### src/rtl/cam_cfg_pkg.sv
`default_nettype none
// +----------------------------------------------------------------------------+
// | cam_cfg_pkg                                                                |
// | Shared types, table markers and ms-to-cycle helper for the camera          |
// | SCCB init sequencer.                                                       |
// | Rev 1.0                                                                    |
// +----------------------------------------------------------------------------+
package cam_cfg_pkg;

  typedef enum logic [3:0] {
    ST_IDLE     = 4'd0,
    ST_PWR_WAIT = 4'd1,
    ST_FETCH    = 4'd2,
    ST_ISSUE    = 4'd3,
    ST_WAIT_ACK = 4'd4,
    ST_GAP      = 4'd5,
    ST_DELAY    = 4'd6,
    ST_DONE     = 4'd7,
    ST_ERR      = 4'd8
  } seq_state_t;

  localparam logic [7:0] END_REG = 8'hFF;
  localparam logic [7:0] END_VAL = 8'hFF;
  localparam logic [7:0] DLY_REG = 8'hFE;

  function automatic longint unsigned ms_to_cycles(input longint unsigned ms,
                                                   input longint unsigned clk_hz);
    return (ms * clk_hz) / 64'd1000;
  endfunction

  function automatic int unsigned max_u(input int unsigned a, input int unsigned b);
    return (a > b) ? a : b;
  endfunction

endpackage
`default_nettype wire

### src/rtl/cam_reg_rom.sv
`default_nettype none
// +----------------------------------------------------------------------------+
// | cam_reg_rom                                                                |
// | Synchronous-read register table, {reg,val} per entry, one-cycle latency.   |
// | Rev 1.0                                                                    |
// +----------------------------------------------------------------------------+
module cam_reg_rom #(
  parameter int unsigned TABLE_LEN = 128,
  parameter int unsigned IDX_W     = 7,
  parameter string       INIT_FILE = ""
) (
  input  logic             clk,
  input  logic [IDX_W-1:0] addr,
  output logic [15:0]      data
);

  logic [15:0] r_mem [TABLE_LEN];
  logic [15:0] r_data;

  always_ff @(posedge clk) begin
    r_data <= r_mem[addr];
  end

  assign data = r_data;

endmodule
`default_nettype wire

### src/rtl/cam_sccb_init_sequencer.sv
`default_nettype none
// +----------------------------------------------------------------------------+
// | cam_sccb_init_sequencer                                                    |
// | Walks the camera register table after power-up and issues one SCCB write   |
// | per entry, with delay entries, NACK retries and end-of-table handling.     |
// | Rev 1.0                                                                    |
// +----------------------------------------------------------------------------+
module cam_sccb_init_sequencer
  import cam_cfg_pkg::*;
#(
  parameter int unsigned CLK_HZ     = 1000000,
  parameter logic [7:0]  DEV_ADDR   = 8'h42,
  parameter int unsigned TABLE_LEN  = 128,
  parameter int unsigned POWERUP_MS = 10,
  parameter int unsigned GAP_CYCLES = 100,
  parameter int unsigned MAX_RETRY  = 3,
  parameter string       INIT_FILE  = "cam_init.hex",
  localparam int unsigned IDX_W     = (TABLE_LEN > 1) ? $clog2(TABLE_LEN) : 1
) (
  input  logic             clk,
  input  logic             reset_n,
  input  logic             start,
  output logic             wr_req,
  output logic [7:0]       wr_dev,
  output logic [7:0]       wr_reg,
  output logic [7:0]       wr_val,
  input  logic             wr_done,
  input  logic             wr_nack,
  output logic             busy,
  output logic             done,
  output logic             error,
  output logic [IDX_W-1:0] cur_idx
);

  // Delay entries count whole milliseconds on a ms prescaler, so the cycle
  // counter only has to span one ms, the power-up wait or the gap.
  localparam int unsigned c_ms_cyc  = max_u(32'd1, 32'(ms_to_cycles(64'd1, 64'(CLK_HZ))));
  localparam int unsigned c_pwr_cyc = max_u(32'd1, 32'(ms_to_cycles(64'(POWERUP_MS), 64'(CLK_HZ))));
  localparam int unsigned c_gap_cyc = max_u(32'd1, GAP_CYCLES);
  localparam int unsigned c_cnt_w   = $clog2(max_u(max_u(c_ms_cyc, c_pwr_cyc), c_gap_cyc) + 1);
  localparam int unsigned c_rty_w   = max_u(32'd1, $clog2(MAX_RETRY + 1));

  localparam logic [c_cnt_w-1:0] c_ms_last   = c_cnt_w'(c_ms_cyc - 1);
  localparam logic [c_cnt_w-1:0] c_pwr_last  = c_cnt_w'(c_pwr_cyc - 1);
  localparam logic [c_cnt_w-1:0] c_gap_last  = c_cnt_w'(c_gap_cyc - 1);
  localparam logic [IDX_W-1:0]   c_last_idx  = IDX_W'(TABLE_LEN - 1);
  localparam logic [c_rty_w-1:0] c_max_retry = c_rty_w'(MAX_RETRY);

  seq_state_t          r_state;
  logic [IDX_W-1:0]    r_idx;
  logic [c_rty_w-1:0]  r_retry;
  logic [c_cnt_w-1:0]  r_cnt;
  logic [7:0]          r_ms_left;
  logic                r_fetch_ph;
  logic                r_at_end;
  logic                r_wr_req;
  logic [7:0]          r_wr_reg;
  logic [7:0]          r_wr_val;
  logic                r_busy;
  logic                r_done;
  logic                r_error;

  logic [15:0]         w_rom_data;
  logic [7:0]          w_rom_reg;
  logic [7:0]          w_rom_val;
  logic                w_is_end;
  logic                w_is_dly;
  logic                w_dly_fin;

  cam_reg_rom #(
    .TABLE_LEN (TABLE_LEN),
    .IDX_W     (IDX_W),
    .INIT_FILE (INIT_FILE)
  ) u_rom (
    .clk  (clk),
    .addr (r_idx),
    .data (w_rom_data)
  );

  assign w_rom_reg = w_rom_data[15:8];
  assign w_rom_val = w_rom_data[7:0];
  assign w_is_end  = (w_rom_reg == END_REG) && (w_rom_val == END_VAL);
  assign w_is_dly  = (w_rom_reg == DLY_REG);
  // A zero-length delay entry still spends exactly one cycle in DELAY.
  assign w_dly_fin = (r_ms_left == 8'd0) || ((r_ms_left == 8'd1) && (r_cnt == c_ms_last));

  always_ff @(posedge clk or negedge reset_n) begin
    if (!reset_n) begin
      r_state    <= ST_IDLE;
      r_idx      <= '0;
      r_retry    <= '0;
      r_cnt      <= '0;
      r_ms_left  <= '0;
      r_fetch_ph <= 1'b0;
      r_at_end   <= 1'b0;
      r_wr_req   <= 1'b0;
      r_wr_reg   <= '0;
      r_wr_val   <= '0;
      r_busy     <= 1'b0;
      r_done     <= 1'b0;
      r_error    <= 1'b0;
    end else begin
      case (r_state)
        ST_IDLE, ST_DONE, ST_ERR: begin
          if (start) begin
            r_state  <= ST_PWR_WAIT;
            r_idx    <= '0;
            r_retry  <= '0;
            r_cnt    <= '0;
            r_at_end <= 1'b0;
            r_busy   <= 1'b1;
            r_done   <= 1'b0;
            r_error  <= 1'b0;
          end
        end

        ST_PWR_WAIT: begin
          if (r_cnt == c_pwr_last) begin
            r_cnt      <= '0;
            r_fetch_ph <= 1'b0;
            r_state    <= ST_FETCH;
          end else begin
            r_cnt <= r_cnt + 1'b1;
          end
        end

        // Phase 0 lets the ROM register the entry at r_idx; phase 1 decodes it.
        ST_FETCH: begin
          if (!r_fetch_ph) begin
            r_fetch_ph <= 1'b1;
          end else begin
            r_fetch_ph <= 1'b0;
            if (r_at_end || w_is_end) begin
              r_state <= ST_DONE;
              r_done  <= 1'b1;
              r_busy  <= 1'b0;
            end else if (w_is_dly) begin
              r_state   <= ST_DELAY;
              r_cnt     <= '0;
              r_ms_left <= w_rom_val;
            end else begin
              r_state  <= ST_ISSUE;
              r_wr_reg <= w_rom_reg;
              r_wr_val <= w_rom_val;
              r_wr_req <= 1'b1;
            end
          end
        end

        ST_ISSUE: begin
          r_state <= ST_WAIT_ACK;
        end

        ST_WAIT_ACK: begin
          if (wr_done) begin
            r_wr_req <= 1'b0;
            r_cnt    <= '0;
            if (!wr_nack) begin
              r_retry <= '0;
              r_state <= ST_GAP;
              if (r_idx == c_last_idx) r_at_end <= 1'b1;
              else                     r_idx    <= r_idx + 1'b1;
            end else if (r_retry < c_max_retry) begin
              r_retry <= r_retry + 1'b1;
              r_state <= ST_GAP;
            end else begin
              r_state <= ST_ERR;
              r_error <= 1'b1;
              r_busy  <= 1'b0;
            end
          end
        end

        ST_GAP: begin
          if (r_cnt == c_gap_last) begin
            r_cnt      <= '0;
            r_fetch_ph <= 1'b0;
            r_state    <= ST_FETCH;
          end else begin
            r_cnt <= r_cnt + 1'b1;
          end
        end

        ST_DELAY: begin
          if (w_dly_fin) begin
            r_cnt      <= '0;
            r_fetch_ph <= 1'b0;
            r_state    <= ST_FETCH;
            if (r_idx == c_last_idx) r_at_end <= 1'b1;
            else                     r_idx    <= r_idx + 1'b1;
          end else if (r_cnt == c_ms_last) begin
            r_cnt     <= '0;
            r_ms_left <= r_ms_left - 1'b1;
          end else begin
            r_cnt <= r_cnt + 1'b1;
          end
        end

        default: begin
          r_state  <= ST_IDLE;
          r_wr_req <= 1'b0;
          r_busy   <= 1'b0;
        end
      endcase
    end
  end

  assign wr_req  = r_wr_req;
  assign wr_dev  = DEV_ADDR;
  assign wr_reg  = r_wr_reg;
  assign wr_val  = r_wr_val;
  assign busy    = r_busy;
  assign done    = r_done;
  assign error   = r_error;
  assign cur_idx = r_idx;

endmodule
`default_nettype wire

### config.mk
export PLATFORM = sky130hd
export DESIGN_NAME = cam_sccb_init_sequencer
export DESIGN_NICKNAME = d
export VERILOG_FILES = /design/src/rtl/cam_cfg_pkg.sv /design/src/rtl/cam_reg_rom.sv /design/src/rtl/cam_sccb_init_sequencer.sv
export SDC_FILE = /design/constraint.sdc
export NUM_CORES = 1
export LEC_CHECK = 0
export CAP_MARGIN = 20
export CORE_AREA = 2 2 72 74
export CTS_CLUSTER_SIZE = 20
export DETAILED_ROUTE_END_ITERATION = 6
export DIE_AREA = 0 0 74 76
export GPL_TIMING_DRIVEN = 0
export PLACE_DENSITY = 0.86
export SLEW_MARGIN = 10
export SYNTH_ARGS = -nofsm -noshare
export SYNTH_HDL_FRONTEND = slang
export SYNTH_SLANG_ARGS = --single-unit
export TNS_END_PERCENT = 1
### constraint.sdc
create_clock -name clk -period 2.7 [get_ports clk]
set_input_delay 0.54 -clock clk [delete_from_list [all_inputs] [get_ports clk]]
set_output_delay 0.54 -clock clk [all_outputs]
set_load 0.01 [all_outputs]
; ---- Word-level counts from Yosys, hierarchy flattened
; Index checks and enable logic that the tools add are counted.
[totals]
regBits = 73
word_cells = 149
in_bits = 5
[classes]
reduce_logical = 26
n_mux = 68
bitwise = 4
n_addsub = 4
n_lt_le_gt_ge = 1
eq_ne = 32
[op_table]
columns = op, count
row1 = 2-to-1 mux 14 bit, 9
row2 = case mux 14 bit (6 select lines), 1
row3 = 2-to-1 mux 8 bit, 5
row4 = 2-to-1 mux 7 bit, 5
row5 = 2-to-1 mux 4 bit, 8
row6 = != test 2 bit (second input constant), 15
row7 = case mux 4 bit (7 select lines), 1
row8 = == test 8 bit (second input constant), 3
row9 = 2-to-1 mux 1 bit, 24
row10 = case mux 7 bit (3 select lines), 1
row11 = AND reduction 6 bit, 3
row12 = == test 4 x 3 -> 1 bit (second input constant), 4
row13 = case mux 8 bit (2 select lines), 1
row14 = AND reduction 4 bit, 4
row15 = AND reduction 5 bit, 3
row16 = adder 14 x 1 -> 14 bit (second input constant), 1
row17 = == test 14 x 10 -> 1 bit (second input constant), 1
row18 = == test 14 bit (second input constant), 1
row19 = == test 14 x 7 -> 1 bit (second input constant), 1
row20 = == test 4 x 2 -> 1 bit (second input constant), 2
row21 = == test 8 x 1 -> 1 bit (second input constant), 1
row22 = zero test 8 bit, 1
row23 = 2-to-1 mux 2 bit, 4
row24 = case mux 1 bit (4 select lines), 2
row25 = other kinds (24), 34

; ---- Depth between registers and ports, before layout
[depth]
depth_word = 6
mapped_depth = 9

; ---- By module
; Synthesis repeated with hierarchy kept, for this count alone.
[hier_totals]
hier_cells = 366
hier_area_um2 = 3423.3
[by_module_without_submodules]
columns = module, cells_each, instances, area_per_inst_um2, seq_area_each_um2
row1 = cam_sccb_init_sequencer, 349, 1, 3299.4, 1426.4
row2 = cam_reg_rom, 17, 1, 123.9, 0.0

; ---- Least setup slack after synthesis
; Ideal clock, no wire load.
[synth_path]
path_kind = register to register
startpoint = reg r_cnt[0]
endpoint = reg r_ms_left[5]
period_less_slack_ps = 2213
path_stages_with_launch = 9
setup_slack_ps = 487
setup_time_ps = 79
arrival_time_ps = 2134
path_cell_list = dfrtp_1 > ha_1 > and4_1 > and4_1 > a41o_4 > or2_1 > buf_2 > nor4_1 > xor2_1
[synth_between]
elab_chain_cells = 5
[synth_rtl]
columns = element, line
row1 = from (decl), cam_sccb_init_sequencer.sv:52  ; logic [c_cnt_w-1:0] r_cnt;
row2 = from (signal assigned), cam_sccb_init_sequencer.sv:123  ; r_cnt <= r_cnt + 1'b1;
row3 = from (signal assigned), cam_sccb_init_sequencer.sv:180  ; r_cnt <= r_cnt + 1'b1;
row4 = from (signal assigned), cam_sccb_init_sequencer.sv:195  ; r_cnt <= r_cnt + 1'b1;
row5 = == test 14 x 10 -> 1 bit (*), "cam_sccb_init_sequencer.sv:85, cam_sccb_init_sequencer.sv:191"
row6 = logical AND 1 bit, cam_sccb_init_sequencer.sv:85  ; assign w_dly_fin = (r_ms_left == 8'd0) || ((r_ms_left == 8'd1) && (r_cnt == c_ms_last));
row7 = logical OR 1 bit, cam_sccb_init_sequencer.sv:85
row8 = != test 2 bit (no source line), n/a
row9 = AND reduction 6 bit (no source line) (*), n/a
row10 = to (signal assigned), cam_sccb_init_sequencer.sv:140  ; r_ms_left <= w_rom_val;
row11 = to (signal assigned), cam_sccb_init_sequencer.sv:193  ; r_ms_left <= r_ms_left - 1'b1;
row12 = to (decl), cam_sccb_init_sequencer.sv:53  ; logic [7:0] r_ms_left;
; Every way passes the cells marked *; elsewhere a longest branch is shown, timed or not.
; A chain may end at the register's enable or synchronous reset.

; ---- Final worst setup path
; Same ends and word-level chain as after synthesis.

==> results.txt <==
Row count = 26
Worst Setup SP = r_cnt[0]
Final hold violation count = 0
# setup viols final = 0
Core Box Area = 4912 um2
Pin count of the biggest net entering global routing = 23
Worst-Margin Slew = 757.0 ps
Initial antenna violation count = 0
YS warnings = 0
Final net count = 336
Post-synth ARST share = 100.0%
CP required = 2910 ps
Total Wirelength = 5154 um
Grt met3 use = 4.630%
R2r startpoint = r_cnt[0]
Clock Latency Late Sink = 290 ps
Worst setup path end = r_ms_left[5]
Pwr Density = 782.6 nW/um2
Post-cts sizing count = 0
Run status = completed
Post-synth top flop = dfrtp_1
Pins Over Slew Limit = 0
Vias in the first global route = 1,985
Top cells by area, synth = dfrtp_1 40%, buf_4 7.2%, a21oi_1 4.0%
#FFs+latches synth = 40
H-tree levels = 2
Min Tclk post-route = 2446 ps
Post-synth EDFFs = 0
Clk slew on worst S/H paths = 80 ps
Routability Congestion = 0.9274
Leading cell types in the layout, fill and taps excluded = 40 x dfrtp_1, 24 x nand2_1, 24 x buf_4, 24 x conb_1, 21 x nor2_1
Post-CTS Repair Setup Buffers = 0
Reg2reg path depth = 8
First-pass GRT wire length = 8859 um
Number of antenna diodes = 0
Grt ovf = 0
Dpl cell area = 2836 um2
Initial Util = 50.97%
Num ports = 40
Synth area leader = dfrtp_1
CTS tree = done
Area share of the largest cell type after synthesis = 39.98%
CTS Buf Count = 5
Crit path max fanout = 9
Hold Crit Class = in -> async
Pre-antenna DRT Iters = 4
RSZ-0062 raised after global routing = false
Residual DRC = 0
Post-synth cell types = 47
Mean Syn Cell Area = 8.910 um2
Final period util = 90.60%
Max cap viols = 0
Grt peak-use layer = met2
Critical path launch point type = flop
Worst setup EP type = flop
CTS max path bufs = 2
Number of DRC markers in iteration 0 = 142
Leading cell type in the layout, fill and taps excluded = dfrtp_1
CTS sink cnt = 40
Vias per cell = 5.430
Area Growth Syn to Fin = 16.39%
RR Endpoint = r_ms_left[5]
Synth Instances = 281
Average wire per cell in the routed design = 13.05 um
Hold Buf Count CTS = 0
Total leakage power = 0.001404 uW
Setup TNS = 0 ps
Worst Skew = 6.892 ps
Root buffer cell = clkbuf_8
Max-slew headroom = 49.53%
Die outline width = 74 um
Fill cells = 435
Die Height = 76 um
GRT Overall Usage = 19.45%
Die ar. = 5624 um2
Finished Cell Area = 2914 um2
Seq/Total Area, Yosys = 39.98%
CP arrival = 2660 ps
R2r setup slk = 250 ps
DRT antenna net count = 0
IO Port Bufs = 14
CP Class = reg -> reg
VDD IR max = 0.0004017 V
Met1 usage = 25.39%
Post-DP HPWL = 3760 um
Pwr Total = 2281 uW
GR met2 Demand/Resource = 30.98%
Netlist Area Pre-Place = 2504 um2
Layout cell share with drive strength beyond 1 = 13.85%
Fmax = 408.8 MHz
Vias = 2,145
-- cell families after synthesis --
kind of cell               count (synthesis)  share of synthesized area (%)
adders and majority gates                  6                          2.998
DFF                                       40                          39.98
buffers and inverters                     45                          10.89
AOI/OAI and AO/OA                         72                          19.94
and+or+nand+nor                          107                          22.74
xor gates and xnor gates                   9                          3.148
other                                      2                         0.3000
-- critical path, cell delays in order, from the launching register on --
cell and delay, ps:
dfrtp_1 440, ha_1 270, and4_1 210, and4_1 260, a41o_4 310, or2_1 220, buf_2 170, nor4_1 290
xor2_1 190
-- metrics by stage --
step	std cells	hold WS (ps)	setup WS (ps)	util, %
after floorplan	303	244.4	487.1	-
after global placement	387	463.3	78.72	57.28
after detailed placement	388	457.3	285.0	57.74
after CTS	395	201.8	251.5	59.32
after global routing	395	219.4	82.30	59.32
final	395	201.2	253.7	59.32
-- power breakdown --
group,switching [uW],total [uW],internal [uW]
logic,633,1050,412
clock network,199,374,176
registers,143,861,718
total,975,2280,1310
-- worst min path at each step --
stage / startpoint / to / slack [ps] / depth (start not counted)
5_1_grt: reset_n / error / 220 / 1
6_report: reset_n / error / 200 / 1
3_5_place_dp: r_ms_left[6] / r_ms_left[6] / 460 / 1
3_3_place_gp: r_ms_left[6] / r_ms_left[6] / 460 / 1
2_1_floorplan: reset_n / busy / 240 / 0
4_1_cts: reset_n / r_cnt[9] / 200 / 1
-- registers in the layout, indices dropped and copies added, names as in the netlist --
register and count:
r_cnt 14, r_ms_left 8, cur_idx 7, r_state 4, r_retry 2, busy 1, done 1, error 1
r_fetch_ph 1, wr_req 1
-- synthesized netlist by cell type, drive strengths merged (4+ instances only) --
cell type / instances
ha: 6
nor2: 21
nand3: 17
or4: 4
or3: 4
a21o: 6
clkbuf: 5
nor4: 4
a21oi: 20
nand2: 24
xor2: 5
o31ai: 4
o21ai: 14
xnor2: 4
a22o: 5
and3: 7
dfrtp: 40
nor3: 5
inv: 10
a31oi: 6
buf: 30
nand2b: 5
-- routing by layer --
layer / share of wire [%] / vias to the layer above
met5: 0 / -
met4: 1.1 / 0
met3: 6.2 / 6
met2: 49 / 87
met1: 44 / 1000
li1: - / 1052
-- area by class of cell --
class                   instances  area [um2]  share of cell area [%]
plain buffers                  35       235.2                   8.072
clock inverters                 1       5.005                  0.1717
repair buffers                 15       162.7                   5.582
well taps                      70       87.58                   3.006
inverters                      10       37.54                   1.288
flip-flops and latches         40        1001                   34.35
multi-input cells             218        1313                   45.04
clock buffers                   6       72.57                   2.490
Note: power is estimated with default switching activity, not from simulation.
